### src/rtl/multi_digit_seconds_counter.sv
// Prescaled BCD up/down seconds counter, DIGITS wide, multiplexed onto one 7-segment bus.
// Optional build macro: LEADING_ZERO_BLANK_EN (blank leading zeros, digit0 always shown).

module seg7 (
    input  logic [3:0] bcd,
    output logic [6:0] seg
);
    always_comb begin
        seg = 7'h00;
        case (bcd)
            4'd0: seg = 7'h3F;
            4'd1: seg = 7'h06;
            4'd2: seg = 7'h5B;
            4'd3: seg = 7'h4F;
            4'd4: seg = 7'h66;
            4'd5: seg = 7'h6D;
            4'd6: seg = 7'h7D;
            4'd7: seg = 7'h07;
            4'd8: seg = 7'h7F;
            4'd9: seg = 7'h6F;
            default: seg = 7'h00;
        endcase
    end
endmodule

// One BCD digit; cin steps it, cout is the carry/borrow into the next digit.
module msc_digit (
    input  logic       clk,
    input  logic       reset,
    input  logic       clear,
    input  logic       cin,
    input  logic       up,
    output logic [3:0] value,
    output logic       cout
);
    assign cout = cin && (up ? (value == 4'd9) : (value == 4'd0));

    always_ff @(posedge clk or negedge reset) begin
        if (!reset) begin
            value <= 4'd0;
        end else if (clear) begin
            value <= 4'd0;
        end else if (cin) begin
            if (up) value <= (value == 4'd9) ? 4'd0 : value + 4'd1;
            else    value <= (value == 4'd0) ? 4'd9 : value - 4'd1;
        end
    end
endmodule

module multi_digit_seconds_counter #(
    parameter int MAX_COUNT = 16000000,
    parameter int DIGITS    = 4,
    parameter int MUX_COUNT = 1023
) (
    input  logic              clk,
    input  logic              reset,
    input  logic              run,
    input  logic              clear,
    input  logic              up_down,
    output logic [6:0]        segments,
    output logic [DIGITS-1:0] digit_sel,
    output logic              wrap
);
    localparam int PW = (MAX_COUNT > 0) ? $clog2(MAX_COUNT + 1) : 1;
    localparam int SW = (MUX_COUNT > 0) ? $clog2(MUX_COUNT + 1) : 1;
    localparam int IW = (DIGITS > 1) ? $clog2(DIGITS) : 1;

    logic [PW-1:0]            pre;
    logic                     tick;
    logic [DIGITS:0]          carry;
    logic [DIGITS-1:0][3:0]   digits;
    logic [SW-1:0]            scnt;
    logic [IW-1:0]            sidx;
    logic [3:0]               cur_digit;
    logic [6:0]               cur_seg;
    logic                     blank;

    assign tick     = run && (pre == PW'(MAX_COUNT));
    assign carry[0] = tick;

    always_ff @(posedge clk or negedge reset) begin
        if (!reset)     pre <= '0;
        else if (clear) pre <= '0;
        else if (run)   pre <= tick ? '0 : pre + PW'(1);
    end

    genvar i;
    generate
        for (i = 0; i < DIGITS; i++) begin : g_digit
            msc_digit u_digit (
                .clk   (clk),
                .reset (reset),
                .clear (clear),
                .cin   (carry[i]),
                .up    (up_down),
                .value (digits[i]),
                .cout  (carry[i+1])
            );
        end
    endgenerate

    // Scan runs free of run/clear so the display never stalls.
    always_ff @(posedge clk or negedge reset) begin
        if (!reset) begin
            scnt <= '0;
            sidx <= '0;
        end else if (scnt == SW'(MUX_COUNT)) begin
            scnt <= '0;
            sidx <= (sidx == IW'(DIGITS - 1)) ? '0 : sidx + IW'(1);
        end else begin
            scnt <= scnt + SW'(1);
        end
    end

    assign cur_digit = digits[sidx];

    seg7 u_seg7 (
        .bcd (cur_digit),
        .seg (cur_seg)
    );

`ifdef LEADING_ZERO_BLANK_EN
    // lz[k]: digit k and every more-significant digit are zero.
    logic [DIGITS-1:0] lz;
    assign lz[DIGITS-1] = (digits[DIGITS-1] == 4'd0);
    generate
        for (i = 0; i < DIGITS - 1; i++) begin : g_lz
            assign lz[i] = lz[i+1] && (digits[i] == 4'd0);
        end
    endgenerate
    assign blank = (sidx != '0) && lz[sidx];
`else
    assign blank = 1'b0;
`endif

    always_ff @(posedge clk or negedge reset) begin
        if (!reset) begin
            segments  <= 7'h00;
            digit_sel <= '0;
            wrap      <= 1'b0;
        end else begin
            segments  <= blank ? 7'h00 : cur_seg;
            digit_sel <= DIGITS'(1) << sidx;
            wrap      <= carry[DIGITS] && !clear;
        end
    end
endmodule

### config.mk
export PLATFORM = sky130hd
export DESIGN_NAME = multi_digit_seconds_counter
export DESIGN_NICKNAME = d
export VERILOG_FILES = /design/src/rtl/multi_digit_seconds_counter.sv
export SDC_FILE = /design/constraint.sdc
export NUM_CORES = 1
export LEC_CHECK = 0
export CORE_MARGIN = 5
export CORE_UTILIZATION = 50
export CTS_BUF_LIST = sky130_fd_sc_hd__clkbuf_16
export DETAILED_ROUTE_END_ITERATION = 8
export GPL_ROUTABILITY_DRIVEN = 0
export PLACE_DENSITY = 0.68
export SLEW_MARGIN = 30
export SYNTH_ARGS = -nofsm -noshare
export SYNTH_HDL_FRONTEND = slang
export SYNTH_SLANG_ARGS = --single-unit
export TNS_END_PERCENT = 30
### constraint.sdc
create_clock -name clk -period 5.1 [get_ports clk]
set_input_delay 1.02 -clock clk [delete_from_list [all_inputs] [get_ports clk]]
set_output_delay 1.02 -clock clk [all_outputs]
set_load 0.02 [all_outputs]
# [Yosys cells after proc, flatten, opt, wreduce, memory -nomap -nowiden]
# Memory sizes are Yosys's and may differ from the RTL's. A register that Yosys moved wholly into a read port is not among the register bits.
# Index checks and enable logic that the tools add are counted.
[op_classes] add_sub_neg=11 order_cmp=1 n_eq_ne=7 shifts=1 n_mux=31 reduce_logical=17
[ops] op="$mux W4" n=21
[ops] op="$mux W24" n=3
[ops] op="$add A24 B1 Y24 const B" n=1
[ops] op="$eq A24 B24 Y1 const B" n=1
[ops] op="$add A4 B1 Y4 const B" n=4
[ops] op="$eq A4 B4 Y1 const B" n=4
[ops] op="$logic_not A4 Y1" n=4
[ops] op="$sub A4 B1 Y4 const B" n=4
[ops] op="$add A10 B1 Y10 const B" n=1
[ops] op="$eq A10 B10 Y1 const B" n=1
[ops] op="$mux W10" n=1
[ops] op="$reduce_bool A2 Y1" n=5
[ops] op="$bmux W4 S2" n=1
[ops] op="$logic_and A1 B1 Y1" n=6
[ops] op="$mux W1" n=4
[ops] op="$shl A1 B2 Y4 const A" n=1
[ops] op="$lt A2 B3 Y1 const B" n=1
[ops] op="$add A2 B1 Y2 const B" n=1
[ops] op="$eq A2 B2 Y1 const B" n=1
[ops] op="$logic_not A1 Y1" n=2
[ops] op="$mux W2" n=1
[word_totals] register_bits=57 mem_bits_ro=112 in_bits=5 output_inout_bits=12 word_cells=78 n_memories=1
[mem_list] memory="(no name shown)" words=16 width=7 rd=1 rd_clocked_by_memory_dff=1 wr=0 line="10" rtl="case (bcd)"

# [Depth between registers and ports, before layout]
[depth] ltp_word=7 depth_mapped=9 depth_no_buf=7

# [Modules after synthesis]
# A second synthesis with hierarchy kept.
[hier_totals] cells_unflattened=449 area_unflattened_um2=4181.5
[by_module_without_submodules] module="multi_digit_seconds_counter" n_inst=1 cells_each=251 area_per_inst_um2=2538.7 seq_area_each_um2=1201.2
[by_module_without_submodules] module="msc_digit" n_inst=4 cells_each=43 area_per_inst_um2=360.3 seq_area_each_um2=100.1
[by_module_without_submodules] module="seg7" n_inst=1 cells_each=26 area_per_inst_um2=201.4 seq_area_each_um2=0.0

# [Least setup slack after synthesis]
# Ideal clock, no wire load.
[synth_path] path_kind="input to register" start="input port up_down" end="register wrap" setup_ns=0.095 arrival_time_ns=2.692 required_time_ns=5.005 slack_ns=2.313 cell_stages=6 n_path_buf=1 cell_sequence="or4_1 -> nor4_1 -> o2111ai_4 -> a2111o_1 -> buf_6 -> nor4_4"
[synth_via] elab_chain_len=6 word_cells_on_any_way=9 classes_between="mux (4); reduce/logical (5)"
[synth_rtl] item="from (decl)" line="59" rtl="input logic up_down,"
[synth_rtl] item="$mux W1" line="36" rtl="assign cout = cin && (up ? (value == 4'd9) : (value == 4'd0));"
[synth_rtl] item="$logic_and A1 B1 Y1 (3 in series)" line="36"
[synth_rtl] item="$logic_and A1 B1 Y1 *" line="36"
[synth_rtl] item="$logic_and A1 B1 Y1 *" line="144" rtl="wrap <= carry[DIGITS] && !clear;"
[synth_rtl] item="to (signal assigned)" line="144"
[synth_rtl] item="to (decl)" line="62" rtl="output logic wrap"
# Every way passes the cells marked *; elsewhere a longest branch is shown, timed or not.
# A chain may end at the register's enable or synchronous reset.

# [Final worst setup path]
# Ends and elaborated chain as after synthesis.

==> flow_summary.json <==
{
  "die_h_um": 97.8,
  "cp.required_ns": 5.33,
  "setup_ws_ns": 1.66,
  "ant_nets": 0,
  "antenna_cells": 0,
  "io_pins": 17,
  "outcome": "finished, final reports clean",
  "clkTransAtPathRegs_ns": 0.05,
  "finalSetupTns_ns": 0,
  "seqCellArea_sq_um": 1600,
  "post_synth.cell_area_avg_sq_um": 9.27,
  "synth_edf_count": 0,
  "totalWireLength_um": 7410,
  "multiInputGateArea_sq_um": 2070,
  "synth_cells": 416,
  "cp_cell_sequence": "clkdlybuf4s50_1 -> or4_1 -> nor4_1 -> o2111ai_4 -> a2111o_1 -> nor4_4",
  "grt_pass1_vias": 2771,
  "synth_area_sq_um": 3850,
  "overflow": 0,
  "fin_nets": 438,
  "row_count": 32,
  "synth_warnings": 0,
  "grt_pass1_wl_um": 13200,
  "power_density_nw_per_um2": 263,
  "antenna_found_initial": 0,
  "die-width_um": 97.8,
  "cts_tree": "done",
  "wl_per_cell_um": 14.1,
  "max_cap_violations": 0,
  "clock-sinks": 64,
  "synthFlopType": "dfrtp_1",
  "place_ws_ns": 1.32,
  "grt_start_max_net_pins": 41,
  "critPathKind": "input port to register",
  "cp_max_fo": 18,
  "vias": 2997,
  "drt_iter0_drc": 200,
  "clock_latency_ns": 0.32,
  "arrival_ns": 3.67,
  "final_cells": 524,
  "drv_slew": 0,
  "finalCritPeriodShare_pct": 67.5,
  "p_leak_nw": 1.76,
  "fin_worst_skew_ns": 0.00495,
  "final_util_pct": 57.0,
  "slowest_stage": "clkdlybuf4s50_1",
  "post_drt_via_cell_ratio": 5.72,
  "numCtsBuffers": 9,
  "cts_max_level": 3,
  "route.detailed.drc": 0,
  "numPlacedInstances": 508,
  "syn2layout_area_growth_pct": 12.4,
  "crit_buf_inv": 1,
  "cts_resized": 0,
  "track_usage_pct": 16.5,
  "fmax_mhz": 291,
  "met3_length_um": 240,
  "postCtsHoldBufs": 0,
  "cp_top_family": "simple AND/OR/NAND/NOR gates",
  "drive_gt1_share_pct": 6.64,
  "async_reset_ff_share_pct": 100,
  "cts_setup_buffers": 0,
  "drtPass1Iterations": 4,
  "irDropWorstVdd_uv": 145,
  "clock_path_buffers": 2,
  "fin_crit_ns": 3.44,
  "rsz0062_at_grt": "no",
  "final_hold_viol_count": 0,
  "ys_ff_latch": 64,
  "post_synth_num_cell_types": 53,
  "setup_viol": 0,
  "io_buffers": 16,
  "coreArea_sq_um": 7610,
  "hold_path_class": "register to register",
  "die-area_sq_um": 9570,
  "start_kind": "input port",
  "worst_slew_pin_slew_ns": 0.847,
  "fill_cells": 660,
  "slew_headroom_pct": 43.0,
  "wl_met2_um": 3320,
  "root_buffer": "clkbuf_16",
  "dp_hpwl_um": 5030,
  "critPathCaptureType": "register",
  "start_util_pct": 50.7,
  "synth_seq_area_share_pct": 41.5,
  "totalPowerFinal_mw": 1.14,
  "critPathMaxStageDelay_ns": 0.70,
  "met1_length_um": 3810,
  "synthesis.nets": 437,
  "top_layer": "met4"
}
power breakdown:
part | total [mW] | switching, mW | leakage [nW] | internal [mW]
Sequential | 0.511 | 0.00161 | 0.842 | 0.509
Clock | 0.588 | 0.214 | 0.144 | 0.373
Combinational | 0.0391 | 0.0271 | 0.777 | 0.0120
synth_stat cells, types with 3 or more instances:
library cell | number | area, sq um
a21oi_1 | 18 | 90.1
a31oi_1 | 6 | 37.5
and2_1 | 4 | 25.0
and3_1 | 10 | 62.6
and4_1 | 5 | 43.8
buf_1 | 3 | 11.3
clkbuf_1 | 23 | 86.3
dfrtp_1 | 64 | 1600
ha_1 | 16 | 200
inv_1 | 17 | 63.8
mux2i_1 | 6 | 60.1
mux4_2 | 4 | 90.1
nand2_1 | 21 | 78.8
nand2b_1 | 12 | 75.1
nand3_1 | 21 | 105
nand3b_1 | 3 | 22.5
nand4_1 | 10 | 62.6
nor2_1 | 44 | 165
nor3_1 | 13 | 65.1
nor4_1 | 8 | 50.1
o21ai_0 | 26 | 130
o22ai_1 | 3 | 18.8
or3_1 | 5 | 31.3
or4_1 | 3 | 22.5
xnor2_1 | 15 | 131
xor2_1 | 22 | 193
metal layers:
metal,track usage (%),up-vias
met5,0,-
met4,5.64,0
met3,2.93,5
met2,24.2,50
met1,24.8,1464
li1,-,1478
state kept, by name (all words and copies together) (netlist names):
| signal | flops |
|---|---|
| pre | 24 |
| g_digit.u_digit.value | 16 |
| scnt | 10 |
| segments | 7 |
| digit_sel | 4 |
| wrap | 1 |
| sidx | 2 |
layout make-up:
type / instances / share of cell area, %
Clock buffer: 9 / 5.20
Clock inverter: 7 / 1.47
Tap cell: 102 / 2.95
Inverter: 17 / 1.47
Sequential cell: 64 / 37.0
Timing Repair Buffer: 19 / 4.16
Multi-Input combinational cell: 306 / 47.8
through the flow:
step	area (sq um)	hold WS, ns
5_1_grt	4330	0.493
3_5_place_dp	4040	0.463
2_1_floorplan	3850	0.439
4_1_cts	4330	0.470
3_3_place_gp	4040	0.458
6_report	4330	0.475
worst paths after layout:
kind,cells after the start,end,slack (ns),startpoint
worst max-delay path,6,wrap,1.66,up_down
worst min-delay path,1,scnt[8],0.48,scnt[8]
worst max register to register,7,wrap,2.55,pre[0]
worst min register to register,1,scnt[8],0.48,scnt[8]
max in group asynchronous,2,segments[1],3.73,reset
min in group asynchronous,1,pre[15],0.66,reset
placed cells by master, fill, tap and decap left out, types with 4 or more instances in the layout:
| master | n |
|---|---|
| nand2_1 | 21 |
| nor4_1 | 8 |
| and3_1 | 10 |
| mux4_2 | 4 |
| and4_1 | 5 |
| a31oi_1 | 6 |
| ha_1 | 16 |
| inv_1 | 18 |
| nor3_1 | 13 |
| nand4_1 | 10 |
| mux2i_1 | 6 |
| xnor2_1 | 15 |
| nor2_1 | 44 |
| nand3_1 | 21 |
| nand2b_1 | 12 |
| and2_1 | 4 |
| o21ai_0 | 26 |
| or3_1 | 5 |
| buf_4 | 4 |
| xor2_1 | 22 |
| dfrtp_1 | 64 |
| clkbuf_16 | 9 |
| clkdlybuf4s50_1 | 15 |
| a21oi_1 | 18 |
cells by family (layout without fill, tap and decap cells):
group | count (synthesis) | count (layout) | share of synthesized area [%]
AND/OR/NAND/NOR | 171 | 171 | 24.3
AO/OA/AOI/OAI | 71 | 71 | 11.6
flip-flops | 64 | 64 | 41.5
buffers and inverters | 46 | 52 | 4.74
XOR/XNOR | 37 | 37 | 8.41
adder cells (fa/ha/maj) | 16 | 16 | 5.19
multiplexers | 11 | 11 | 4.19
Note: power is estimated with default switching activity, not from simulation.
